===== config.mk =====
export PLATFORM = sky130hd
export DESIGN_NAME = dm_port_arbiter
export DESIGN_NICKNAME = d
export VERILOG_FILES = /design/src/rtl/dm_port_arbiter_pkg.sv /design/src/rtl/dm_arb_grant.sv /design/src/rtl/dm_port_arbiter.sv
export SDC_FILE = /design/constraint.sdc
export NUM_CORES = 1
export LEC_CHECK = 0
export ABC_CLOCK_PERIOD_IN_PS = 2500
export CAP_MARGIN = 20
export CORE_AREA = 2 2 119 121
export DETAILED_ROUTE_END_ITERATION = 10
export DIE_AREA = 0 0 121 123
export DONT_BUFFER_PORTS = 1
export PLACE_DENSITY_LB_ADDON = 0.2
export SYNTH_ARGS = -nofsm -noshare
export SYNTH_HDL_FRONTEND = slang
export SYNTH_SLANG_ARGS = --single-unit
export TNS_END_PERCENT = 20

===== constraint.sdc =====
create_clock -name clk -period 2.5 [get_ports clk]
set_input_delay 0.375 -clock clk [delete_from_list [all_inputs] [get_ports clk]]
set_output_delay 0.375 -clock clk [all_outputs]
set_load 0.02 [all_outputs]

===== src/rtl/dm_port_arbiter_pkg.sv =====
// Shared definitions for the data-memory port arbiter.
//   owner_t     : which requester used the port last (round-robin pointer)
//   arb_state_t : arbiter FSM state (free arbitration or DMA burst lock)
//   BYTEEN_READ : byte-enable value that marks a read access
package dm_port_arbiter_pkg;

    typedef enum logic {
        OWN_CPU = 1'b0,
        OWN_DMA = 1'b1
    } owner_t;

    typedef enum logic {
        ST_ARB  = 1'b0,
        ST_LOCK = 1'b1
    } arb_state_t;

    localparam logic [3:0] BYTEEN_READ = 4'b0000;

endpackage


===== src/rtl/dm_arb_grant.sv =====
// Combinational grant decision and memory-port mux.
// Ports:
//   locked       : arbiter is in the DMA burst lock state
//   last_is_dma  : the DMA owned the most recent granted beat
//   wait_full    : CPU has waited the maximum number of cycles during a lock
//   cpu_req/addr/wdata/byteen : CPU M-stage access
//   dma_req/addr/wdata/byteen : DMA beat
//   cpu_grant, dma_grant      : one-hot (or zero) grant for this cycle
//   mux_addr/wdata/byteen     : memory port request of the granted side
module dm_arb_grant
    import dm_port_arbiter_pkg::*;
(
    input  logic        locked,
    input  logic        last_is_dma,
    input  logic        wait_full,
    input  logic        cpu_req,
    input  logic [31:0] cpu_addr,
    input  logic [31:0] cpu_wdata,
    input  logic [3:0]  cpu_byteen,
    input  logic        dma_req,
    input  logic [31:0] dma_addr,
    input  logic [31:0] dma_wdata,
    input  logic [3:0]  dma_byteen,
    output logic        cpu_grant,
    output logic        dma_grant,
    output logic [31:0] mux_addr,
    output logic [31:0] mux_wdata,
    output logic [3:0]  mux_byteen
);

    always_comb begin
        cpu_grant = 1'b0;
        dma_grant = 1'b0;
        if (!locked) begin
            // Contention goes to whoever did not own the last beat.
            if (cpu_req && dma_req) begin
                if (last_is_dma) begin
                    cpu_grant = 1'b1;
                end else begin
                    dma_grant = 1'b1;
                end
            end else if (cpu_req) begin
                cpu_grant = 1'b1;
            end else if (dma_req) begin
                dma_grant = 1'b1;
            end
        end else begin
            // Inside a lock the DMA keeps the port, except for the single
            // preempt beat or a cycle where the DMA has nothing to send.
            if (cpu_req && (wait_full || !dma_req)) begin
                cpu_grant = 1'b1;
            end else if (dma_req) begin
                dma_grant = 1'b1;
            end
        end
    end

    always_comb begin
        mux_addr   = cpu_addr;
        mux_wdata  = '0;
        mux_byteen = BYTEEN_READ;
        if (cpu_grant) begin
            mux_wdata  = cpu_wdata;
            mux_byteen = cpu_byteen;
        end else if (dma_grant) begin
            mux_addr   = dma_addr;
            mux_wdata  = dma_wdata;
            mux_byteen = dma_byteen;
        end
    end

endmodule


===== src/rtl/dm_port_arbiter.sv =====
// Data-memory port arbiter between the CPU M-stage and a DMA engine.
// Round-robin arbitration, DMA burst lock (bounded by MAX_BURST beats) and a
// CPU preempt beat after CPU_WAIT_LIMIT consecutive stalled cycles.
// The memory reads combinationally and writes on posedge clk, so a granted
// beat completes in its grant cycle.
// Ports:
//   clk, reset (synchronous, active-low)
//   cpu_req/addr/wdata/byteen -> cpu_rdata, cpu_stall
//   dma_req/last/addr/wdata/byteen -> dma_gnt, dma_rdata
//   m_data_addr/wdata/byteen -> memory, m_data_rdata <- memory
//   dma_locked : registered burst-lock indicator
module dm_port_arbiter
    import dm_port_arbiter_pkg::*;
#(
    parameter int MAX_BURST      = 8,
    parameter int CPU_WAIT_LIMIT = 4
) (
    input  logic        clk,
    input  logic        reset,
    input  logic        cpu_req,
    input  logic [31:0] cpu_addr,
    input  logic [31:0] cpu_wdata,
    input  logic [3:0]  cpu_byteen,
    output logic [31:0] cpu_rdata,
    output logic        cpu_stall,
    input  logic        dma_req,
    input  logic        dma_last,
    input  logic [31:0] dma_addr,
    input  logic [31:0] dma_wdata,
    input  logic [3:0]  dma_byteen,
    output logic        dma_gnt,
    output logic [31:0] dma_rdata,
    output logic [31:0] m_data_addr,
    output logic [31:0] m_data_wdata,
    output logic [3:0]  m_data_byteen,
    input  logic [31:0] m_data_rdata,
    output logic        dma_locked
);

    // Five bits so that beat_cnt+1 == 16 is representable when MAX_BURST=16.
    localparam logic [4:0] BURST_MAX = 5'(MAX_BURST);
    localparam logic [3:0] WAIT_MAX  = 4'(CPU_WAIT_LIMIT);

    arb_state_t  state, state_nxt;
    owner_t      last_owner, owner_nxt;
    logic [3:0]  beat_cnt, beat_nxt;
    logic [3:0]  wait_cnt, wait_nxt;
    logic [4:0]  beat_inc;

    logic        cpu_grant;
    logic        dma_grant;
    logic        stall_raw;
    logic [3:0]  mux_byteen;

    dm_arb_grant u_grant (
        .locked      (state == ST_LOCK),
        .last_is_dma (last_owner == OWN_DMA),
        .wait_full   (wait_cnt == WAIT_MAX),
        .cpu_req     (cpu_req),
        .cpu_addr    (cpu_addr),
        .cpu_wdata   (cpu_wdata),
        .cpu_byteen  (cpu_byteen),
        .dma_req     (dma_req),
        .dma_addr    (dma_addr),
        .dma_wdata   (dma_wdata),
        .dma_byteen  (dma_byteen),
        .cpu_grant   (cpu_grant),
        .dma_grant   (dma_grant),
        .mux_addr    (m_data_addr),
        .mux_wdata   (m_data_wdata),
        .mux_byteen  (mux_byteen)
    );

    assign stall_raw = cpu_req & ~cpu_grant;

    // While reset is asserted nothing may reach memory or either requester.
    assign cpu_stall     = reset & stall_raw;
    assign dma_gnt       = reset & dma_grant;
    assign m_data_byteen = reset ? mux_byteen : BYTEEN_READ;
    assign dma_locked    = reset & (state == ST_LOCK);

    assign cpu_rdata = m_data_rdata;
    assign dma_rdata = m_data_rdata;

    assign beat_inc = {1'b0, beat_cnt} + 5'd1;

    always_ff @(posedge clk) begin
        if (!reset) begin
            state      <= ST_ARB;
            last_owner <= OWN_DMA;
            beat_cnt   <= 4'd0;
            wait_cnt   <= 4'd0;
        end else begin
            state      <= state_nxt;
            last_owner <= owner_nxt;
            beat_cnt   <= beat_nxt;
            wait_cnt   <= wait_nxt;
        end
    end

    always_comb begin
        state_nxt = state;
        owner_nxt = last_owner;
        beat_nxt  = beat_cnt;
        wait_nxt  = wait_cnt;

        if (cpu_grant) begin
            owner_nxt = OWN_CPU;
        end else if (dma_grant) begin
            owner_nxt = OWN_DMA;
        end

        if (cpu_grant || !cpu_req) begin
            wait_nxt = 4'd0;
        end else if (stall_raw && (wait_cnt != WAIT_MAX)) begin
            wait_nxt = wait_cnt + 4'd1;
        end

        case (state)
            ST_ARB: begin
                // A single-beat transfer (dma_last on the first beat) never locks.
                if (dma_grant && !dma_last) begin
                    state_nxt = ST_LOCK;
                    beat_nxt  = 4'd1;
                end
            end
            ST_LOCK: begin
                // A preempt beat is a CPU grant, so it leaves the lock untouched.
                if (dma_grant) begin
                    if (dma_last || (beat_inc == BURST_MAX)) begin
                        state_nxt = ST_ARB;
                        beat_nxt  = 4'd0;
                    end else begin
                        beat_nxt  = beat_inc[3:0];
                    end
                end
            end
            default: begin
                state_nxt = ST_ARB;
            end
        endcase
    end

endmodule


==> impl_metrics.tcl <==
set metrics [dict create \
    run_status "complete, no violations" \
    diodes 0 \
    grt_start_max_net_pins 38 \
    firstDrtPassIters 4 \
    yosys_warnings 0 \
    grt_antenna_before_repair 0 \
    critPathLaunch "wait_cnt[1]" \
    critical_path.reg2reg.startpoint "wait_cnt[1]" \
    detail_route.wl_per_cell_um 21.1 \
    stdcell_count 349 \
    min-delay-path-class "in2reg" \
    grtUsageTotal 0.0779 \
    worst_setup_path_start_kind "flop" \
    maxCapViolations 0 \
    total_congestion_overflow_after_global_routing 0 \
    tns_ns 0 \
    fmax_ghz 0.415 \
    syn_nets 392 \
    antenna_violating_nets_post_route 0 \
    cts-root-to-sink-buffers 2 \
    end_kind "output pin" \
    cp_max_fo 11 \
    total_power_mw 0.902 \
    timing.critical_path.arrival_ns 2.04 \
    reg2regPathDepth 8 \
    row_count 43 \
    final.min_clock_period_ns 2.41 \
    fraction_of_layout_cells_with_a_size_suffix_above_1 0.420 \
    detail_route.wirelength_um 7360 \
    post_synth_num_cell_types 35 \
    floorplan.initialDensity 0.134 \
    sequential_fraction_of_the_synthesis_area 0.110 \
    buffer_ports.inserted 0 \
    vias_per_cell 4.17 \
    synth_flop_cell "sky130_fd_sc_hd__dfxtp_1" \
    area_delta_synth_final_pct 7.84 \
    clock_tree.htree_level_count 1 \
    hp-start "reset" \
    timing.rr.end "beat_cnt[2]" \
    synth.ff_latch_count 10 \
    gpl.final_weighted_congestion 0.699 \
    power.switching_fraction 0.382 \
    wire_length_of_the_first_global_routing_pass_um 8420 \
    most_used_cells_in_the_layout_excluding_fill_and_tap_cells "sky130_fd_sc_hd__a22o_1 (32), sky130_fd_sc_hd__mux2_2 (19), sky130_fd_sc_hd__buf_4 (19), sky130_fd_sc_hd__mux2_4 (13)" \
    clock_power_share 0.309 \
    hold_viol_final 0 \
    synth_top_cell_area_share 0.281 \
    ir_drop_v 0.000158 \
    synthTopCellsByArea "sky130_fd_sc_hd__buf_4 (28%), sky130_fd_sc_hd__mux2_1 (15%), sky130_fd_sc_hd__a22o_1 (15%), sky130_fd_sc_hd__dfxtp_1 (11%), sky130_fd_sc_hd__mux2_2 (4.3%)" \
    synth_edf_count 0 \
    clock_latency_ns 0.23 \
    power.internal_mw 0.558 \
    fillers 1522 \
    clock-skew-final_ns 0.00232 \
    floorplan.die_area_mm2 0.0149 \
    detailed_place.area_mm2 0.00165 \
    power.net_switching_mw 0.345 \
    stdcell_area_mm2 0.00196 \
    powerDensity_mw_per_mm2 460 \
    synthesis.area_mm2 0.00182 \
    design.portCount 308 \
    setup.worst_path.class "reg2out" \
    drt_iter0_drcs 79 \
    share_seq_of_total_power 0.186 \
    detail_route.drc_violations 0 \
    cellLeakagePower_nw 0.757 \
    clkTransAtPathRegs_ns 0.04 \
    clockRootBuffer "sky130_fd_sc_hd__clkbuf_16" \
    die-height_um 123 \
    netlist.top_cell.by_area "sky130_fd_sc_hd__buf_4" \
    tightestPinTransition_ns 0.409 \
    report.final.setup_viol 0 \
    holdPathStages 1 \
    grt_setup_unrepaired "no" \
    dr_total_vias 1454 \
    slew_headroom 0.726 \
    chipWidth_um 121 \
    timing.final.max_slew_violations 0 \
    core_area_mm2 0.0136 \
    number_of_clock_sinks 10 \
    fin_hold_ws_ns 0.227 \
    tritoncts_clock_tree "done" \
    hpwl_um 5620 \
    layout_commonest_cell "sky130_fd_sc_hd__a22o_1" \
    p_comb_frac 0.505 \
    number_of_clock_buffers_inserted_by_tritoncts 3 \
    worstPathRequired_ns 2.12 \
    min_period_over_period 0.965 \
    synth_async_sr_flop_share 0 \
    timing.hold.worst_endpoint "last_owner" \
    rrSetupSlack_ns 0.53 \
    synthesis.instances 216 \
    nNetsFinal 347 \
    placed_cells_incl_taps 335 \
    via_count_of_the_first_global_routing_pass 1363 \
    syn_area_per_cell_um2 8.42 \
]
-- timing repair --
action,4_1_cts,5_1_grt
hold buffers,0,0
buffers inserted,3,4
resized for setup,38,9
pin swaps,1,2
setup endpoints to repair,49,43
cloned,1,3
-- logic make-up (layout without fill, tap and decap cells) --
group,Yosys count,in the layout,synth area share
buffers and inverters,82,35,0.313
AO/OA/AOI/OAI,49,49,0.227
AND/OR/NAND/NOR,38,38,0.122
multiplexers,32,32,0.198
flip-flops,10,10,0.110
adder cells (fa/ha/maj),3,3,0.0206
XOR/XNOR,2,2,0.00963
-- state kept, by name (all words and copies together), names as in the netlist --
signal / count
beat_cnt: 4
wait_cnt: 4
last_owner: 1
state: 1
-- area by class of cell --
type	count	area, um2	area share
tap	180	225	0.115
inverter	5	18.8	0.00957
sequential	10	203	0.103
clock buffer	3	75.1	0.0383
multi-input combinational	124	1120	0.573
timing repair buffer	27	317	0.161
-- power groups by stage --
stage                     Combinational [mW]  Sequential, mW  Clock [mW]
after floorplan                        0.462           0.170           0
after global placement                 0.382           0.171           0
after detailed placement               0.381           0.171           0
after CTS                              0.421           0.168       0.285
after global routing                   0.482           0.169       0.296
final                                  0.455           0.168       0.279
-- metal layers --
layer / wire length (um) / part of all wire / up-vias / GRT usage
li1: - / - / 629 / -
met1: 2550 / 0.35 / 653 / 0.0813
met2: 3720 / 0.51 / 149 / 0.138
met3: 979 / 0.13 / 23 / 0.0397
met4: 118 / 0.016 / 0 / 0.0218
met5: 0 / 0 / - / 0
-- Yosys cell counts, types with 5 or more instances --
cell type	n
sky130_fd_sc_hd__dfxtp_1	10
sky130_fd_sc_hd__nand3_1	5
sky130_fd_sc_hd__buf_2	5
sky130_fd_sc_hd__inv_1	5
sky130_fd_sc_hd__a22oi_1	5
sky130_fd_sc_hd__nor2_1	7
sky130_fd_sc_hd__nand2_1	5
sky130_fd_sc_hd__mux2_1	25
sky130_fd_sc_hd__buf_4	68
sky130_fd_sc_hd__mux2_2	7
sky130_fd_sc_hd__a22o_1	32
sky130_fd_sc_hd__nor2b_1	8
-- metrics by stage --
stage,worst slack [ns],util
final,0.0883,0.144
after global routing,0.00908,0.144
after CTS,0.00588,0.133
after detailed placement,0.121,0.121
after global placement,0.168,0.121
after floorplan,0.314,-
-- worst max-delay path: stages, from the launching register on --
cell and delay (ns):
sky130_fd_sc_hd__dfxtp_2 0.35, sky130_fd_sc_hd__inv_2 0.05, sky130_fd_sc_hd__ha_4 0.16, sky130_fd_sc_hd__and3b_2 0.22, sky130_fd_sc_hd__a221oi_4 0.25, sky130_fd_sc_hd__buf_6 0.21, sky130_fd_sc_hd__clkbuf_16 0.20, sky130_fd_sc_hd__mux2_4 0.35
-- worst max-delay path by stage --
stage                             endpoint  slack, ns  cells past startpoint
after floorplan            m_data_addr[10]       0.31                      7
after global placement     m_data_addr[19]       0.17                      6
after detailed placement   m_data_addr[10]       0.12                      6
after CTS                  m_data_addr[12]      0.006                      7
after global routing      m_data_byteen[2]      0.009                      9
final                      m_data_addr[10]       0.09                      7
(Power assumes the default switching activity.)
